`src/rtl/pc_seq_ctrl.sv`:
```
// PC sequencer: arbitrates branches, synchronous exceptions and IRQ/FIQ into a PC redirect,
// then flushes the pipeline for FLUSH_CYCLES refill cycles; reports the exception entry mode and LR.
module pc_seq_ctrl #(
    parameter int FLUSH_CYCLES = 2,
    parameter int SYNC_STAGES  = 2
) (
    input  logic        clk,
    input  logic        rst,
    input  logic        i_stall,
    input  logic [31:0] i_pc,
    input  logic        i_br_valid,
    input  logic [31:0] i_br_target,
    input  logic        i_dabt,
    input  logic        i_pabt,
    input  logic        i_und,
    input  logic        i_swi,
    input  logic        i_irq,
    input  logic        i_fiq,
    input  logic        i_irq_mask,
    input  logic        i_fiq_mask,
    output logic        o_pc_en,
    output logic        o_pc_wr_en,
    output logic [31:0] o_pc_wr_val,
    output logic        o_flush,
    output logic        o_exc_valid,
    output logic [4:0]  o_exc_mode,
    output logic [31:0] o_exc_lr,
    output logic        o_busy
);
    typedef enum logic [1:0] {ST_RUN, ST_REDIRECT, ST_REFILL} state_t;

    localparam logic [4:0] MODE_FIQ = 5'b10001;
    localparam logic [4:0] MODE_IRQ = 5'b10010;
    localparam logic [4:0] MODE_SVC = 5'b10011;
    localparam logic [4:0] MODE_ABT = 5'b10111;
    localparam logic [4:0] MODE_UND = 5'b11011;
    localparam logic [2:0] CNT_INIT = 3'(FLUSH_CYCLES - 1);

    state_t                 r_state;
    state_t                 w_next;
    logic [SYNC_STAGES-1:0] r_irq_sync;
    logic [SYNC_STAGES-1:0] r_fiq_sync;
    logic [2:0]             r_cnt;
    logic                   r_exc_first;
    logic [31:0]            r_pc_wr_val;
    logic [31:0]            r_exc_lr;
    logic [4:0]             r_exc_mode;
    logic                   w_irq_pend;
    logic                   w_fiq_pend;
    logic                   w_req;
    logic                   w_sel_exc;
    logic [31:0]            w_sel_val;
    logic [4:0]             w_sel_mode;
    logic                   w_accept;

    always_ff @(posedge clk or posedge rst) begin
        if (rst) begin
            r_irq_sync <= '0;
            r_fiq_sync <= '0;
        end else begin
            r_irq_sync <= {r_irq_sync[SYNC_STAGES-2:0], i_irq};
            r_fiq_sync <= {r_fiq_sync[SYNC_STAGES-2:0], i_fiq};
        end
    end

    assign w_irq_pend = r_irq_sync[SYNC_STAGES-1] && !i_irq_mask;
    assign w_fiq_pend = r_fiq_sync[SYNC_STAGES-1] && !i_fiq_mask;

    // Fixed priority; a branch only wins when nothing else is active.
    always_comb begin
        w_req      = 1'b1;
        w_sel_exc  = 1'b1;
        w_sel_val  = i_br_target;
        w_sel_mode = r_exc_mode;
        if (i_dabt) begin
            w_sel_val  = 32'h0000_0010;
            w_sel_mode = MODE_ABT;
        end else if (w_fiq_pend) begin
            w_sel_val  = 32'h0000_001C;
            w_sel_mode = MODE_FIQ;
        end else if (w_irq_pend) begin
            w_sel_val  = 32'h0000_0018;
            w_sel_mode = MODE_IRQ;
        end else if (i_pabt) begin
            w_sel_val  = 32'h0000_000C;
            w_sel_mode = MODE_ABT;
        end else if (i_und) begin
            w_sel_val  = 32'h0000_0004;
            w_sel_mode = MODE_UND;
        end else if (i_swi) begin
            w_sel_val  = 32'h0000_0008;
            w_sel_mode = MODE_SVC;
        end else if (i_br_valid) begin
            w_sel_exc = 1'b0;
        end else begin
            w_req     = 1'b0;
            w_sel_exc = 1'b0;
        end
    end

    always_comb begin
        w_next      = r_state;
        w_accept    = 1'b0;
        o_pc_en     = !i_stall;
        o_pc_wr_en  = 1'b0;
        o_flush     = 1'b0;
        o_busy      = 1'b0;
        o_exc_valid = 1'b0;
        case (r_state)
            ST_RUN: begin
                if (!i_stall && w_req) begin
                    w_accept = 1'b1;
                    w_next   = ST_REDIRECT;
                end
            end
            ST_REDIRECT: begin
                o_pc_wr_en  = 1'b1;
                o_flush     = 1'b1;
                o_busy      = 1'b1;
                o_exc_valid = r_exc_first;
                if (!i_stall) w_next = ST_REFILL;
            end
            ST_REFILL: begin
                o_pc_en = 1'b1;
                o_flush = 1'b1;
                o_busy  = 1'b1;
                if (r_cnt == 3'd0) w_next = ST_RUN;
            end
            default: w_next = ST_RUN;
        endcase
    end

    always_ff @(posedge clk or posedge rst) begin
        if (rst) begin
            r_state     <= ST_RUN;
            r_cnt       <= 3'd0;
            r_exc_first <= 1'b0;
            r_pc_wr_val <= 32'd0;
            r_exc_lr    <= 32'd0;
            r_exc_mode  <= MODE_SVC;
        end else begin
            r_state <= w_next;
            if (w_accept) begin
                r_pc_wr_val <= w_sel_val;
                r_exc_lr    <= i_pc;
                r_exc_first <= w_sel_exc;
                if (w_sel_exc) r_exc_mode <= w_sel_mode;
            end
            // The entry pulse is consumed by the first REDIRECT cycle, stalled or not.
            if (r_state == ST_REDIRECT) begin
                r_exc_first <= 1'b0;
                if (!i_stall) r_cnt <= CNT_INIT;
            end
            if (r_state == ST_REFILL && r_cnt != 3'd0) r_cnt <= r_cnt - 3'd1;
        end
    end

    assign o_pc_wr_val = r_pc_wr_val;
    assign o_exc_lr    = r_exc_lr;
    assign o_exc_mode  = r_exc_mode;
endmodule

```
`config.mk`:
```
export PLATFORM = sky130hd
export DESIGN_NAME = pc_seq_ctrl
export DESIGN_NICKNAME = d
export VERILOG_FILES = /design/src/rtl/pc_seq_ctrl.sv
export SDC_FILE = /design/constraint.sdc
export NUM_CORES = 1
export LEC_CHECK = 0
export CAP_MARGIN = 5
export CORE_MARGIN = 4
export CORE_UTILIZATION = 37
export DETAILED_ROUTE_END_ITERATION = 10
export PLACE_DENSITY_LB_ADDON = 0.25
export SLEW_MARGIN = 0
export SYNTH_ARGS = -nofsm -noshare
export SYNTH_HDL_FRONTEND = slang
export SYNTH_SLANG_ARGS = --single-unit
```
`constraint.sdc`:
```
create_clock -name clk -period 5.2 [get_ports clk]
set_input_delay 1.04 -clock clk [delete_from_list [all_inputs] [get_ports clk]]
set_output_delay 1.04 -clock clk [all_outputs]
set_load 0.02 [all_outputs]
```
# == Yosys cells after proc, flatten, opt, wreduce, memory -nomap -nowiden ==
# Cells that the tools add are included.
# op_classes
n_bitwise,0
shift,0
n_addsub,1
div_mod_pow,0
n_lt_le_gt_ge,0
eq_ne,6
multipliers,0
n_mux,40
reduce_logical,17
# ops
cell,count
$mux 32,6
$mux 5,6
$mux 1,21
$mux 3,3
$mux 2,3
$ne 2x2->1 const B,3
$pmux 2 s3,1
$reduce_and 3->1,2
$reduce_bool 6->1,1
$logic_and 1x1->1,4
$reduce_bool 2->1,2
$logic_not 1->1,3
$logic_not 3->1,1
$reduce_bool 3->1,1
$sub 3x1->3 const B,1
$eq 2x1->1 const B,1
$eq 2x2->1 const B,1
$logic_not 2->1,1
$ne 2x1->1 const B,1
$reduce_and 2->1,1
$reduce_or 2->1,1
# word_totals
word_cells,72
inputBits,76
out_inout_bits,74
latchBits,0
n_memories,0
rom_bits,0
ramBits,0
ff_bits,79

# == Depth between registers and ports, before layout ==
# depth
depth_word,12
depth_mapped,8
mapped_depth_nobuf,6

# == Worst setup path after synthesis ==
# Ideal clock, no wire load.
# synth_timing
path_type,input port to flip-flop
from,input port i_und
to,"register r_exc_lr[0], in the netlist o_exc_lr[0]"
path_buffers,1
stages,4
t_arrival_ns,2.480
path_slack_ns,2.595
path_cell_list,or4_4 -> o41ai_4 -> buf_2 -> mux2_2
# synth_via
elab_chain_cells,8
# synth_rtl
element,line,rtl
"start, declared",15,"input logic i_und,"
$mux 1,87,end else if (i_und) begin
$mux 1,84,end else if (i_pabt) begin
$mux 1,81,end else if (w_irq_pend) begin
$mux 1,78,end else if (w_fiq_pend) begin
$mux 1,75,if (i_dabt) begin
$logic_and 1x1->1,111,if (!i_stall && w_req) begin
$mux 1,111,
$mux 1,109,case (r_state)
"end signal, assigned",145,r_exc_lr <= i_pc;
"end, declared",46,logic [31:0] r_exc_lr;
# Every way passes these cells.
# A chain may end at the register's enable or synchronous reset.

# == Final worst setup path ==
# layout_timing
from,input port i_stall
to,output port o_pc_en
# layout_via
elab_chain_cells,2
# layout_rtl
element,line,rtl
"start, declared",9,"input logic i_stall,"
$logic_not 1->1,-,
$mux 1,109,
"end, declared",21,"output logic o_pc_en,"
# Every way passes these cells.

==> out/qor.yml <==
outcome: "completed"
syn_area_per_cell_sq_um: 11.3
worstPathRequired_ps: 4160
synth_cell_type_count: 32
finalSetupTns_ps: 0
synth_edf_count: 0
drtAntennaViolNets: 0
ctsResizeCount: 0
ys_ff_latch: 78
diodes: 0
synth_ff_type: "dfrtp_1"
rsz0062_at_grt: "false"
grt_max_degree: 97
post-route-util_pct: 59.4
ctsHtreeMaxLevel: 3
fin_crit_sh_pct: 64.1
yosys.area.top_type: "dfrtp_1"
path_clk_slew_ps: 80
drt_iter0_drc: 59
final_cell_mix: "clkdlybuf4s50_1, dfrtp_1, nand2_1, mux2_2, o21ai_0"
cts_buffers: 9
timing_worst_setup_path_type: "in2out"
placedInstanceArea_sq_mm: 0.00480
firstDrtPassIters: 4
maxCapViolations: 0
async_reset_ff_share_pct: 100
vdd_drop_max_uv: 303
drc: 0
port_buffers: 148
vias_per_cell: 4.71
final_hold_viol_count: 0
hpwlAfterDp_um: 6090
cts_tree: "done"
gp_congestion: 0.779
p_comb_share_pct: 46.2
setup_violations: 0
fin_total_pwr_mw: 2.39
p_leak_nw: 2.05
rows: 33
slew_violations: 0
syn-instance-count: 288
clkPwrFrac_pct: 16.7
syn_to_final_growth_pct: 53.2
fmax_mhz: 300
final_common_cell: "clkdlybuf4s50_1"
wirelength_um: 8240
synth_warnings: 0
layout-drive-gt1-share_pct: 13.5
fillerInstances: 728
syn_nets: 369
fin_skew_ps: 11.4
cts_root_buf: "clkbuf_8"
p_int_mw: 1.54
power.share.sequential_pct: 37.1
grt_pass1_wl_um: 13000
io_pins: 150
grt_pass1_vias: 2721
antenna_found_initial: 0
holdWs_ps: 355
clkSinkCount: 78
crit_path_end_kind: "output port"
start_util_pct: 38.8
grt_usage_pct: 16.3
seq_area_frac_synth_pct: 60.2
finalNetCount: 514
power.switching_mw: 0.852
cts_max_path_buffers: 2
worst_setup_path_start_kind: "primary input"
die_y_um: 102
netlist_area_sq_mm: 0.00325
die-area_sq_mm: 0.0103
swShare_pct: 35.6
worstPathMaxFanout: 8
num_vias: 2557
clkLatencyLatePin_ps: 340
post_cts_buffers: 0
hold_class: "reg2reg"
avgRoutedWirePerCell_um: 15.2
power_density_mw_per_mm2: 481
fin_crit_ps: 3330
synth_top_area_share_pct: 58.6
tightest_slew_ps: 936
core_sq_mm: 0.00838
worst_slew_margin_rel_pct: 37.6
grt-ovfl-total: 0
die_x_um: 102
final_area_sq_mm: 0.00498
synth.area.top_cells: "dfrtp_1, mux2_2, nand2_1"
arrival_ps: 2290
hold_buffers: 0
## per-layer routing
layer / part of all wire [%] / track usage [%] / wire (um)
met5: 0 / 0 / 0
met4: 1.3 / 5.83 / 104
met3: 12 / 8.40 / 976
met2: 50 / 27.6 / 4160
met1: 36 / 17.3 / 3000
## per-stage QoR
step	worst slack (ps)	instances
floorplan	2170	288
global placement	1880	527
detailed placement	1850	527
CTS	1880	543
global route	1800	543
finish	1870	543
## worst paths after layout
| check | slack (ps) | end | cells past startpoint | start |
|---|---|---|---|---|
| setup / recovery | 1870 | o_pc_en | 3 | i_stall |
| setup reg to reg | 3080 | o_exc_lr[25] | 6 | r_state[0] |
| hold / removal | 350 | r_irq_sync[1] | 0 | r_irq_sync[0] |
| max in group asynchronous | 3140 | o_exc_lr[2] | 3 | rst |
| min in group asynchronous | 1190 | r_irq_sync[0] | 2 | rst |
| hold reg to reg | 350 | r_irq_sync[1] | 0 | r_irq_sync[0] |
## kinds of logic after synthesis
kind of cell,after synthesis,synth area share (%)
other,1,0.115
AO/OA/AOI/OAI,55,9.98
multiplexers,34,11.8
adder cells (fa/ha/maj),5,1.93
AND/OR/NAND/NOR,90,12.0
buffers and inverters,25,4.04
flip-flops,78,60.2
## synthesized netlist by cell type (5+ instances only)
| cell type | n |
|---|---|
| nand2_1 | 64 |
| buf_4 | 9 |
| o21ai_0 | 33 |
| dfrtp_1 | 76 |
| ha_1 | 5 |
| o21ai_1 | 6 |
| nor3_1 | 5 |
| clkbuf_1 | 5 |
| a21oi_1 | 7 |
| inv_1 | 8 |
| mux2_2 | 34 |
| nor2_1 | 5 |
## worst max-delay path, stage by stage
cell and delay [ps]:
clkdlybuf4s50_1 520, nand2b_1 130, clkdlybuf4s50_1 600
## state kept, by name, indices dropped and copies added (netlist names)
register / flops
o_exc_lr: 32
o_exc_mode: 4
o_pc_wr_val: 32
r_cnt: 3
r_exc_first: 1
r_fiq_sync: 2
r_irq_sync: 2
r_state: 2
## power groups by stage
| stage | Clock, mW | Combinational [mW] | Sequential (mW) |
|---|---|---|---|
| after floorplan | 0 | 0.412 | 1.09 |
| after global placement | 0 | 1.10 | 0.889 |
| after detailed placement | 0 | 1.12 | 0.899 |
| after CTS | 0.418 | 1.12 | 0.889 |
| after global routing | 0.447 | 1.18 | 0.909 |
| final | 0.400 | 1.11 | 0.887 |
## final cells by class
type	instances	area (sq um)	area share [%]
clock buffer	10	138	2.77
clock inverter	6	37.5	0.754
inverter	8	31.3	0.629
multi-input combinational	185	1170	23.5
sequential	78	1950	39.3
tap	105	131	2.64
timing repair buffer	151	1520	30.5
Power figures use the tool's default switching activity.
